--- src/rtl/wb_mgt_arbiter_pkg.sv ---
// wb_mgt_arbiter_pkg: grant-state encodings and defaults for the Wishbone arbiter family
package wb_mgt_arbiter_pkg;
    typedef enum logic [1:0] {ST_IDLE = 2'd0, ST_G0 = 2'd1, ST_G1 = 2'd2} state_t;
    localparam int DEF_TIMEOUT = 255;
endpackage

--- src/rtl/wb_mgt_arbiter_if.sv ---
// wb_mgt_arbiter_if: one Wishbone classic link; master drives the request, slave answers
interface wb_mgt_arbiter_if #(parameter int AW = 24, parameter int DW = 32);
    logic            cyc;
    logic            stb;
    logic            we;
    logic [DW/8-1:0] sel;
    logic [AW-1:0]   adr;
    logic [DW-1:0]   dat_w;
    logic [DW-1:0]   dat_r;
    logic            ack;
    logic            err;
    modport master (output cyc, stb, we, sel, adr, dat_w, input dat_r, ack, err);
    modport slave (input cyc, stb, we, sel, adr, dat_w, output dat_r, ack, err);
endinterface

--- src/rtl/wb_arb_wdog.sv ---
// wb_arb_wdog: counts consecutive stalled strobe cycles and flags the one that hits the limit
module wb_arb_wdog
    import wb_mgt_arbiter_pkg::*;
#(parameter int TIMEOUT = DEF_TIMEOUT)
(
    input  logic clk,
    input  logic rst,
    input  logic clr,
    input  logic en,
    output logic expire
);
    localparam int W = $clog2(TIMEOUT + 1);
    logic [W-1:0] cnt;
    assign expire = en && cnt == W'(TIMEOUT - 1);
    always_ff @(posedge clk)
        if (rst || clr || !en || expire) cnt <= '0;
        else cnt <= cnt + 1'b1;
endmodule

--- src/rtl/wb_mgt_arbiter.sv ---
// wb_mgt_arbiter: two-master round-robin Wishbone arbiter with a stall watchdog
// Grant is held for the whole bus cycle; the response mux follows the registered owner.
module wb_mgt_arbiter
    import wb_mgt_arbiter_pkg::*;
#(
    parameter int AW       = 24,
    parameter int DW       = 32,
    parameter int TIMEOUT  = DEF_TIMEOUT,
    parameter bit M0_FIRST = 1'b1
)
(
    input  logic mgt_wb_clk_i,
    input  logic mgt_wb_rst_i,
    wb_mgt_arbiter_if.slave  m0,
    wb_mgt_arbiter_if.slave  m1,
    wb_mgt_arbiter_if.master s,
    output logic busy_o,
    output logic owner_o
);
    state_t state, nxt, pick;
    logic last, g0, g1, stb_raw, stall, expire;
    assign g0 = state == ST_G0 && !mgt_wb_rst_i;
    assign g1 = state == ST_G1 && !mgt_wb_rst_i;
    assign stb_raw = (g0 && m0.cyc && m0.stb) || (g1 && m1.cyc && m1.stb);
    assign stall = stb_raw && !s.ack && !s.err;
    assign s.stb = stb_raw && !expire;
    assign busy_o = g0 || g1;
    assign owner_o = g1;
    // last holds the previously granted index; starting at 1 lets master 0 win the first tie
    always_ff @(posedge mgt_wb_clk_i)
        if (mgt_wb_rst_i) begin
            state <= ST_IDLE;
            last  <= M0_FIRST;
        end else begin
            state <= nxt;
            if (nxt != ST_IDLE) last <= nxt == ST_G1;
        end
    always_comb begin
        pick    = (m0.cyc && m1.cyc) ? (last ? ST_G0 : ST_G1) : m0.cyc ? ST_G0 : m1.cyc ? ST_G1 : ST_IDLE;
        nxt     = ((state == ST_G0 && m0.cyc) || (state == ST_G1 && m1.cyc)) ? state : pick;
        s.cyc   = g0 ? m0.cyc : g1 ? m1.cyc : 1'b0;
        s.we    = g0 ? m0.we : g1 ? m1.we : 1'b0;
        s.sel   = g0 ? m0.sel : g1 ? m1.sel : {(DW/8){1'b0}};
        s.adr   = g0 ? m0.adr : g1 ? m1.adr : {AW{1'b0}};
        s.dat_w = g0 ? m0.dat_w : g1 ? m1.dat_w : {DW{1'b0}};
        m0.ack   = g0 && s.ack;
        m0.err   = g0 && (s.err || expire);
        m0.dat_r = g0 ? s.dat_r : {DW{1'b0}};
        m1.ack   = g1 && s.ack;
        m1.err   = g1 && (s.err || expire);
        m1.dat_r = g1 ? s.dat_r : {DW{1'b0}};
    end
    wb_arb_wdog #(.TIMEOUT(TIMEOUT)) u_wdog (
        .clk    (mgt_wb_clk_i),
        .rst    (mgt_wb_rst_i),
        .clr    (nxt != state),
        .en     (stall),
        .expire (expire)
    );
endmodule

--- src/flat_wrapper.sv ---
// flat-port wrapper written by rule: the top's interface ports become plain ports
module wb_mgt_arbiter_flat import wb_mgt_arbiter_pkg::*;
#(
    parameter int AW       = 24,
    parameter int DW       = 32,
    parameter int TIMEOUT  = DEF_TIMEOUT,
    parameter bit M0_FIRST = 1'b1
)
  (mgt_wb_clk_i, mgt_wb_rst_i, busy_o, owner_o, m0_cyc, m0_stb, m0_we, m0_sel, m0_adr, m0_dat_w, m0_dat_r, m0_ack, m0_err, m1_cyc, m1_stb, m1_we, m1_sel, m1_adr, m1_dat_w, m1_dat_r, m1_ack, m1_err, s_cyc, s_stb, s_we, s_sel, s_adr, s_dat_w, s_dat_r, s_ack, s_err);
  wb_mgt_arbiter_if #(.AW(AW), .DW(DW)) m0_i ();
  wb_mgt_arbiter_if #(.AW(AW), .DW(DW)) m1_i ();
  wb_mgt_arbiter_if #(.AW(AW), .DW(DW)) s_i ();
  input  logic mgt_wb_clk_i;
  input  logic mgt_wb_rst_i;
  output logic busy_o;
  output logic owner_o;
  input wire logic [$bits(m0_i.cyc)-1:0] m0_cyc;
  input wire logic [$bits(m0_i.stb)-1:0] m0_stb;
  input wire logic [$bits(m0_i.we)-1:0] m0_we;
  input wire logic [$bits(m0_i.sel)-1:0] m0_sel;
  input wire logic [$bits(m0_i.adr)-1:0] m0_adr;
  input wire logic [$bits(m0_i.dat_w)-1:0] m0_dat_w;
  output wire logic [$bits(m0_i.dat_r)-1:0] m0_dat_r;
  output wire logic [$bits(m0_i.ack)-1:0] m0_ack;
  output wire logic [$bits(m0_i.err)-1:0] m0_err;
  input wire logic [$bits(m1_i.cyc)-1:0] m1_cyc;
  input wire logic [$bits(m1_i.stb)-1:0] m1_stb;
  input wire logic [$bits(m1_i.we)-1:0] m1_we;
  input wire logic [$bits(m1_i.sel)-1:0] m1_sel;
  input wire logic [$bits(m1_i.adr)-1:0] m1_adr;
  input wire logic [$bits(m1_i.dat_w)-1:0] m1_dat_w;
  output wire logic [$bits(m1_i.dat_r)-1:0] m1_dat_r;
  output wire logic [$bits(m1_i.ack)-1:0] m1_ack;
  output wire logic [$bits(m1_i.err)-1:0] m1_err;
  output wire logic [$bits(s_i.cyc)-1:0] s_cyc;
  output wire logic [$bits(s_i.stb)-1:0] s_stb;
  output wire logic [$bits(s_i.we)-1:0] s_we;
  output wire logic [$bits(s_i.sel)-1:0] s_sel;
  output wire logic [$bits(s_i.adr)-1:0] s_adr;
  output wire logic [$bits(s_i.dat_w)-1:0] s_dat_w;
  input wire logic [$bits(s_i.dat_r)-1:0] s_dat_r;
  input wire logic [$bits(s_i.ack)-1:0] s_ack;
  input wire logic [$bits(s_i.err)-1:0] s_err;
  assign m0_i.cyc = m0_cyc;
  assign m0_i.stb = m0_stb;
  assign m0_i.we = m0_we;
  assign m0_i.sel = m0_sel;
  assign m0_i.adr = m0_adr;
  assign m0_i.dat_w = m0_dat_w;
  assign m0_dat_r = m0_i.dat_r;
  assign m0_ack = m0_i.ack;
  assign m0_err = m0_i.err;
  assign m1_i.cyc = m1_cyc;
  assign m1_i.stb = m1_stb;
  assign m1_i.we = m1_we;
  assign m1_i.sel = m1_sel;
  assign m1_i.adr = m1_adr;
  assign m1_i.dat_w = m1_dat_w;
  assign m1_dat_r = m1_i.dat_r;
  assign m1_ack = m1_i.ack;
  assign m1_err = m1_i.err;
  assign s_cyc = s_i.cyc;
  assign s_stb = s_i.stb;
  assign s_we = s_i.we;
  assign s_sel = s_i.sel;
  assign s_adr = s_i.adr;
  assign s_dat_w = s_i.dat_w;
  assign s_i.dat_r = s_dat_r;
  assign s_i.ack = s_ack;
  assign s_i.err = s_err;
  wb_mgt_arbiter #(.AW(AW), .DW(DW), .TIMEOUT(TIMEOUT), .M0_FIRST(M0_FIRST)) u_core (.mgt_wb_clk_i(mgt_wb_clk_i), .mgt_wb_rst_i(mgt_wb_rst_i), .m0(m0_i), .m1(m1_i), .s(s_i), .busy_o(busy_o), .owner_o(owner_o));
endmodule
--- config.mk ---
export PLATFORM = sky130hd
export DESIGN_NAME = wb_mgt_arbiter_flat
export DESIGN_NICKNAME = d
export VERILOG_FILES = /design/src/rtl/wb_mgt_arbiter_pkg.sv /design/src/rtl/wb_mgt_arbiter_if.sv /design/src/rtl/wb_arb_wdog.sv /design/src/rtl/wb_mgt_arbiter.sv /design/src/flat_wrapper.sv
export SDC_FILE = /design/constraint.sdc
export NUM_CORES = 1
export LEC_CHECK = 0
export CORE_AREA = 2 2 116 118
export DETAILED_ROUTE_END_ITERATION = 10
export DIE_AREA = 0 0 118 120
export PLACE_DENSITY = 0.56
export REMOVE_ABC_BUFFERS = 1
export SYNTH_ARGS = -nofsm -noshare
export SYNTH_HDL_FRONTEND = slang
export SYNTH_SLANG_ARGS = --single-unit
--- constraint.sdc ---
create_clock -name mgt_wb_clk_i -period 1.4 [get_ports mgt_wb_clk_i]
set_input_delay 0.28 -clock mgt_wb_clk_i [delete_from_list [all_inputs] [get_ports mgt_wb_clk_i]]
set_output_delay 0.28 -clock mgt_wb_clk_i [all_outputs]
set_load 0.01 [all_outputs]
[Word-level counts from Yosys, hierarchy flattened]
Cells that the tools add are included.
Storage, ports and cells
  flip-flop bits (word level): 11
  input bits: 162
  output and inout bits: 133
  logic and storage cells: 56
Cells by class
  $add $sub $neg: 1
  equal/unequal tests: 5
  mux-type cells: 17
  reduce and logical (&&, ||, !) cells: 30
Operator list (number)
  $mux W32: 4
  $mux W24: 2
  $logic_and A1 B1 Y1: 17
  $mux W2: 5
  $add A8 B1 Y8 const B: 1
  $eq A8 B8 Y1 const B: 1
  $mux W4: 2
  $logic_or A1 B1 Y1: 7
  $logic_not A1 Y1: 5
  $eq A2 B2 Y1 const B: 2
  $mux W1: 4
  $eq A2 B1 Y1 const B: 1
  $ne A2 B2 Y1: 1
  $reduce_bool A2 Y1: 1

[Logic depth before layout (Yosys ltp)]
Gate-level depths: netlist (run 1).
  word-level depth: 10
  depth in mapped cells: 6
  depth with buffers taken out: 5

[Modules after synthesis]
A second synthesis (run 1) with hierarchy kept.
Unflattened totals
  cell total of the unflattened synthesis: 218
  area total of the unflattened synthesis: 1687.9 um^2
By module, submodules not included
  wb_mgt_arbiter: instances 1, cells an instance 176, area each 1307.5 um^2, sequential area each 60.1 um^2
  wb_arb_wdog: instances 1, cells an instance 42, area each 380.4 um^2, sequential area each 160.2 um^2

[Worst setup path before layout (run 1)]
OpenSTA, ideal clock, no wires.
  path type: reg2out
  from: reg u_core.u_wdog.cnt[0]
  to: out m0_err
  arrival time: 1195 ps
  required time: 1120 ps
  slack: -75 ps
  stages on the path, launching flop included: 6
  buffers on the path: 0
  path through: dfxtp_1 > inv_1 > ha_1 > nand3_1 > a2111o_1 > a21boi_1
On the way
  cells in the longest elaborated chain, start to end: 4
Ends and longest elaborated chain
  from (decl): RTL line wb_arb_wdog.sv:13  | logic [W-1:0] cnt;
  from (signal assigned): RTL line wb_arb_wdog.sv:17  | else cnt <= cnt + 1'b1;
  $eq A8 B8 Y1: RTL line wb_arb_wdog.sv:14  | assign expire = en && cnt == W'(TIMEOUT - 1);
  $logic_and A1 B1 Y1: RTL line wb_arb_wdog.sv:14
  $logic_or A1 B1 Y1: RTL line wb_mgt_arbiter.sv:47  | m0.err = g0 && (s.err || expire);
  $logic_and A1 B1 Y1: RTL line wb_mgt_arbiter.sv:47
  to (decl): RTL line flat_wrapper.sv:25  | output wire logic [$bits(m0_i.err)-1:0] m0_err;
No other way between the ends.

[Worst setup path after layout (run 1)]
  from: reg u_core.state[0]
  to: out m1_dat_r[7]
On the way
  cells in the longest elaborated chain, start to end: 3
Ends and longest elaborated chain
  from (decl): RTL line wb_mgt_arbiter.sv:20  | state_t state, nxt, pick;
  from (signal assigned): RTL line wb_mgt_arbiter.sv:35  | state <= nxt;
  $eq A2 B2 Y1: RTL line wb_mgt_arbiter.sv:23  | assign g1 = state == ST_G1 && !mgt_wb_rst_i;
  $logic_and A1 B1 Y1: RTL line wb_mgt_arbiter.sv:23
  $mux W32: RTL line wb_mgt_arbiter.sv:51  | m1.dat_r = g1 ? s.dat_r : {DW{1'b0}};
  to (decl): RTL line flat_wrapper.sv:32  | output wire logic [$bits(m1_i.dat_r)-1:0] m1_dat_r;
No other way between the ends.

==> parameters.txt, run 1 <==
Parameter                              Value

Status
  Run status ... finished, violations left
  Violated checks ... negative setup slack

Timing
  Actual slew at the worst max-slew pin ... 265 ps
  Period utilization ... 1.35
  Min Clock Period, post-route ... 1890 ps
  Worst slew margin relative to its limit ... 0.823
  Highest achievable clock rate ... 529 MHz
  Final hold viol count ... 0
  Final setup violation count ... 133
  Worst clock skew ... 3.23 ps
  Final setup margin ... -491 ps
  Number of slew-limit violations in the final report ... 0
  RSZ-0062 raised after global routing ... true
  Smallest hold slack ... 473 ps

Route
  Vias post-DR ... 3152
  Number of DRC violations after detailed routing ... 0
  Total wirelength of the detailed-routed design ... 14.2 mm
  Starting DRC count in detailed routing ... 63
  Number of detailed-route iterations in the first pass ... 4
  Remaining antenna violation count after routing ... 0
  Routed wirelength normalized by instance count ... 19.3 um
  Via density per instance ... 4.29

Yosys
  Fraction of registers with async set or reset after synthesis ... 0
  Synth cell count leaders ... 66 x and2_1, 61 x a22o_1, 11 x dfxtp_1
  Library cells used by synthesis ... 38
  Post-Synthesis Cell Area ... 1690 um^2
  Count of flip-flops with a built-in enable after synthesis ... 0
  Total number of yosys warnings ... 0
  Most used DFF post-synth ... dfxtp_1
  Synth area leader ... a22o_1
  Top cells by area, synth ... a22o_1 32%, and2_1 24%, dfxtp_1 13%
  Cell count after synthesis ... 213
  Mean instance size in the synthesized netlist ... 7.91 um^2
  Area share of the largest cell type after synthesis ... 0.317
  Share of the yosys chip area belonging to registers ... 0.131
  Most instantiated library cell after synthesis ... and2_1
  Synthesized flop and latch total ... 11

Floorplanning
  Die height ... 120 um
  I/O pin count ... 295
  Die area ... 14200 um^2
  Core footprint ... 13000 um^2
  Die X ... 118 um
  Number of cell rows ... 42
  Effective utilization at floorplan ... 0.130

Clocking
  CTS H-Tree Depth ... 1
  Clock latency on the worst-skew pair ... 240 ps
  Buffers from clock root to sink, at most ... 2
  Clock root cell ... clkbuf_16
  Clock buffers created by TritonCTS ... 3
  TritonCTS clock tree ... built
  CTS Sinks ... 11
  Clk pin slew, worst setup/hold paths ... 40 ps

GRT
  First-pass GRT wire length ... 18.8 mm
  Total global routing track utilization ... 0.171
  Grt total ovfl ... 0
  Vias in the first global route ... 3146
  Initial antenna violation count ... 1
  Largest net degree at the start of global routing ... 31

Final layout
  Fraction of layout cells with a size suffix above 1 ... 0.473
  Layout Nets ... 723
  Non-Filler Instances ... 735
  Area growth from synthesis to final layout ... 242%

Worst setup path
  Crit-path cells ... nand2b_4, nor2_4, buf_12, buf_12, buf_16, buf_12, and2_4, buf_6
  Critical path data arrival time ... 1610 ps
  Highest cell delay on the worst timing path ... 330 ps
  Most repeated library cell on the critical path ... buf_12
  Required arrival time at the worst endpoint ... 1120 ps
  Nature of the critical path startpoint ... register
  CP Capture Type ... output port
  Critical path type ... reg -> out
  Slowest library cell on the worst path ... dfxtp_2
  Highest fanout seen on the critical path ... 9

Place
  Port-buffer cells ... 294
  Routability congestion estimate ... 0.803
  Detailed placer's ending HPWL ... 9.43 mm
  # placed instances ... 686
  Placement Setup Slack ... -1010 ps

Power
  PwrDens ... 369 nW/um^2
  Static leakage ... 2.64 nW
  Worst IR Drop VDD ... 0.000295 V

Hold path
  Worst Hold Class ... in -> reg

Flow run
  # Max-Cap Violations ... 0
[worst max-delay path, delay by kind of cell (launching register included)]
kind	cells	cell delay, ps
AND/OR/NAND/NOR	3	400
flip-flops	1	330
buffers and inverters	5	640
[cells by family after synthesis]
group	share of synthesized area
AO/OA/AOI/OAI	0.392
adder cells (fa/ha/maj)	0.0148
XOR/XNOR	0.0156
flip-flops	0.131
buffers and inverters	0.0965
AND/OR/NAND/NOR	0.350
[report_power, final]
| part | leakage, nW | total [mW] | switching [mW] | internal [mW] |
|---|---|---|---|---|
| Sequential | 0.0903 | 0.329 | 0.00772 | 0.321 |
| Combinational | 2.52 | 1.28 | 0.421 | 0.859 |
| Clock | 0.0382 | 0.522 | 0.140 | 0.382 |
| Total | 2.64 | 2.13 | 0.569 | 1.56 |
[final timing paths]
| path | startpoint | endpoint | slack [ps] | cells past startpoint |
|---|---|---|---|---|
| setup / recovery | u_core.state[0] | m1_dat_r[7] | -490 | 8 |
| hold reg to reg | u_core.u_wdog.cnt[0] | u_core.u_wdog.cnt[0] | 530 | 2 |
| setup reg to reg | u_core.u_wdog.cnt[6] | u_core.u_wdog.cnt[7] | 90 | 4 |
| hold / removal | m1_cyc | u_core.state[0] | 470 | 2 |
[state kept, by name, summed over array words and instances (netlist names)]
signal,cells
u_core.state,2
u_core.last,1
u_core.u_wdog.cnt,8
[layer usage]
layer | vias to the layer above | track usage | share of wire
met5 | - | 0 | 0
met4 | 0 | 0.0339 | 0.0089
met3 | 12 | 0.0285 | 0.059
met2 | 151 | 0.311 | 0.51
met1 | 1503 | 0.212 | 0.42
li1 | 1486 | - | -
[repair_timing]
| item | 4_1_cts | 5_1_grt |
|---|---|---|
| setup endpoints to repair | 141 | 140 |
| resized for setup | 617 | 77 |
| setup buffers | 17 | 10 |
| gates cloned | 14 | 8 |
| hold buffers | 0 | 0 |
| pin swaps | 28 | 23 |
[final cells by class]
class / count / area (um^2)
well taps: 176 / 220
multi-input cells: 177 / 1460
repair buffers: 363 / 3770
fillers: 1293 / 7210
flip-flops and latches: 11 / 225
diodes: 1 / 2.50
inverters: 3 / 11.3
clock buffers: 4 / 78.8
[cells in the final DEF (no fill, tap or decap), types with 2 or more instances in the layout]
cell / instances
and2_1: 24
nor2b_4: 2
buf_4: 21
buf_2: 77
or3_1: 3
dfxtp_1: 9
buf_16: 13
o21ai_0: 4
and2_4: 42
buf_8: 5
dlygate4sd2_1: 5
xor2_1: 2
nor3_1: 5
buf_6: 65
inv_1: 3
a21oi_1: 2
nand3_1: 3
a22o_1: 60
clkbuf_16: 10
clkdlybuf4s50_1: 156
nor2_2: 2
nand2_1: 2
a211oi_1: 3
nand4b_1: 2
nand3b_1: 2
buf_12: 14
[stage by stage]
step           utilization  area (um^2)  TNS [ps]  total power, mW
5_1_grt              0.444         5770    -61870             2.23
4_1_cts              0.405         5260    -52490             2.04
2_1_floorplan            -         1530    -89730            0.581
3_3_place_gp         0.380         4930   -115790             1.39
3_5_place_dp         0.380         4930   -117600             1.39
6_report             0.444         5770    -54740             2.13
No activity file was read; power rests on OpenSTA's default activity.
==> run 2: changes to the inputs <==
--- a/config.mk
+++ b/config.mk
@@ -8,7 +8,7 @@
 export CORE_AREA = 2 2 116 118
 export DETAILED_ROUTE_END_ITERATION = 10
 export DIE_AREA = 0 0 118 120
-export PLACE_DENSITY = 0.56
+export PLACE_DENSITY = 0.55
 export REMOVE_ABC_BUFFERS = 1
 export SYNTH_ARGS = -nofsm -noshare
 export SYNTH_HDL_FRONTEND = slang
==> parameters.txt, run 2 (same netlist as run 1, synthesis figures left out) <==
Parameter                              Value

Status
  Run status ... finished, violations left
  Violated checks ... negative setup slack

Final layout
  Utilization of the core after routing ... 0.450 (+0.00521)
  Fraction of layout cells with a size suffix above 1 ... 0.495 (+0.0223)
  Layout Nets ... 716 (-0.97%)
  Non-Filler Instances ... 727 (-1.1%)
  Register containing the most flip-flops in the final layout ... u_core.u_wdog.cnt
  Registers with the highest flip-flop counts ... u_core.u_wdog.cnt: 8 flops, u_core.state: 2 flops, u_core.last: 1 flops
  Final-layout fill cell count ... 1293 (unchanged)
  Most frequent cells in the layout ... 156 x clkdlybuf4s50_1, 80 x buf_6, 59 x a22o_1, 59 x buf_2, 53 x and2_4
  Antenna diodes ... 0 (-1)
  Commonest non-fill, non-tap cell in the layout ... clkdlybuf4s50_1
  Area growth from synthesis to final layout ... 246%
  Largest register FFs ... 8 (unchanged)

Worst setup path
  CP Capture Type ... output port
  Crit-path cells ... nor2b_4, nor2b_4, buf_12, buf_12, buf_16, a22o_1, buf_6
  Required arrival time at the worst endpoint ... 1120 ps (about the same)
  Highest cell delay on the worst timing path ... 340 ps (about the same)
  Nature of the critical path startpoint ... register
  Slowest library cell on the worst path ... dfxtp_2
  R2R cell count ... 6 (+2)
  Worst r2r src ... u_core.u_wdog.cnt[0]
  Highest fanout seen on the critical path ... 7 (-2)
  Critical path type ... reg -> out
  Critical path data arrival time ... 1600 ps (about the same)
  Depth of the critical timing path with buffers and inverters included ... 7 (-1)
  Largest delay share family, worst path ... buffers and inverters
  Endpoint of the lowest-slack register-to-register path ... u_core.u_wdog.cnt[4]
  Crit path buffers/inverters ... 4 (-1)
  Flop-to-flop setup slack ... 70 ps (-20 ps)
  Start point of the critical path ... u_core.state[0]

Place
  Port-buffer cells ... 294 (unchanged)
  Detailed placer's ending HPWL ... 9.49 mm (+0.66%)
  Routability congestion estimate ... 0.761 (-5.2%)
  # placed instances ... 683 (-0.44%)

Timing
  Min Clock Period, post-route ... 1880 ps (-14.1 ps)
  Final setup margin ... -477 ps (+14.1 ps)
  Highest achievable clock rate ... 533 MHz (+0.75%)
  Actual slew at the worst max-slew pin ... 401 ps (+136 ps)
  RSZ-0062 raised after global routing ... true
  Final hold viol count ... 0 (unchanged)
  Worst clock skew ... 0.562 ps (-2.67 ps)
  Number of slew-limit violations in the final report ... 0 (unchanged)
  Final setup violation count ... 133 (unchanged)
  Period utilization ... 1.34 (-0.0101)
  Worst slew margin relative to its limit ... 0.733 (-0.0899)

Clocking
  Buffers from clock root to sink, at most ... 2 (unchanged)
  CTS H-Tree Depth ... 1 (unchanged)
  TritonCTS clock tree ... built
  Clock root cell ... clkbuf_16
  Hold Buf Count CTS ... 0 (unchanged)
  CTS Sinks ... 11 (unchanged)
  Clk pin slew, worst setup/hold paths ... 40 ps (about the same)
  Clock buffers created by TritonCTS ... 3 (unchanged)
  Clock latency on the worst-skew pair ... 240 ps (about the same)

GRT
  Initial antenna violation count ... 0 (-1)
  Vias in the first global route ... 3149 (+0.095%)
  Total global routing track utilization ... 0.173 (+0.00260)
  Grt total ovfl ... 0 (unchanged)
  First-pass GRT wire length ... 19.0 mm (+1.4%)
  Largest net degree at the start of global routing ... 22 (-29%)

Floorplanning
  Die area ... 14200 um^2 (unchanged)
  Die height ... 120 um (unchanged)
  Effective utilization at floorplan ... 0.130 (unchanged)
  Number of cell rows ... 42 (unchanged)
  I/O pin count ... 295 (unchanged)
  Core footprint ... 13000 um^2 (unchanged)
  Die X ... 118 um (unchanged)

Route
  Via density per instance ... 4.29 (about the same)
  Routed wirelength normalized by instance count ... 19.5 um (+1.2%)
  Vias post-DR ... 3119 (-1.0%)
  Remaining antenna violation count after routing ... 0 (unchanged)
  Total wirelength of the detailed-routed design ... 14.2 mm (+0.13%)
  Starting DRC count in detailed routing ... 69 (+9.5%)
  Number of DRC violations after detailed routing ... 0 (unchanged)
  Number of detailed-route iterations in the first pass ... 4 (unchanged)

Power
  Overall Power ... 2.15 mW (+0.63%)
  PwrDens ... 367 nW/um^2 (-0.53%)
  Static leakage ... 2.63 nW (-0.38%)
  Worst IR Drop VDD ... 0.000233 V (-21%)

Hold path
  Worst Hold Class ... in -> reg
  Endpoint, Worst Hold ... u_core.state[0]
  Number of stages on the worst hold path ... 3 (+1)
  Hold Startpoint ... m1_cyc

Flow run
  # Max-Cap Violations ... 0 (unchanged)
[run 2: what timing repair did]
item | CTS | global route
pin swaps | 24 | 53
resized for setup | 612 | 119
setup endpoints to repair | 141 | 141
buffers inserted | 12 | 11
cloned | 14 | 9
[run 2: cell type report]
class                           instances  area [um^2]  area share
Clock buffer                            4         78.8      0.0135
Inverter                                3         11.3     0.00193
Multi-Input combinational cell        177         1510       0.259
Sequential cell                        11          226      0.0388
Tap cell                              176          220      0.0377
Timing Repair Buffer                  356         3790       0.649
[run 2: metal layers]
metal / vias to the layer above / wire length [um] / GRT usage
li1: 1485 / - / -
met1: 1466 / 5070 / 0.190
met2: 160 / 7900 / 0.343
met3: 8 / 1120 / 0.0423
met4: 0 / 86 / 0.0218
met5: - / 0 / 0
[run 2: worst register-to-register path, delay by kind of cell (launching register included)]
kind | cells | cell delay [ps]
adders and majority gates | 1 | 180
DFF | 1 | 310
and+or+nand+nor | 2 | 190
AOI/OAI and AO/OA | 1 | 330
buffers and inverters | 2 | 190
[run 2: per-stage QoR]
stage	TNS (ps)	hold WS (ps)	instance area, um^2	setup WS (ps)
6_report	-51380	490	5840	-477
5_1_grt	-59400	523	5840	-536
4_1_cts	-51990	480	5180	-474
3_5_place_dp	-121010	510	4920	-1030
3_3_place_gp	-117080	491	4920	-1060
2_1_floorplan	-89730	356	1530	-741
[run 2: how the worst max path moves through the flow]
stage | end
floorplan | m0_err
global placement | m0_err
detailed placement | m0_err
CTS | s_adr[13]
global route | s_dat_w[0]
finish | s_adr[13]
[run 2: power by group]
part / total, mW / internal, mW / switching [mW]
clock: 0.522 / 0.382 / 0.139
combinational: 1.29 / 0.869 / 0.426
sequential: 0.329 / 0.321 / 0.00770
==> run 3: changes to the inputs <==
--- a/config.mk
+++ b/config.mk
@@ -6,6 +6,7 @@
 export NUM_CORES = 1
 export LEC_CHECK = 0
 export CORE_AREA = 2 2 116 118
+export CTS_CLUSTER_DIAMETER = 60
 export DETAILED_ROUTE_END_ITERATION = 10
 export DIE_AREA = 0 0 118 120
 export PLACE_DENSITY = 0.55
==> results of run 3 <==
The final DEF is identical to that of run 2; final timing and power are the same.
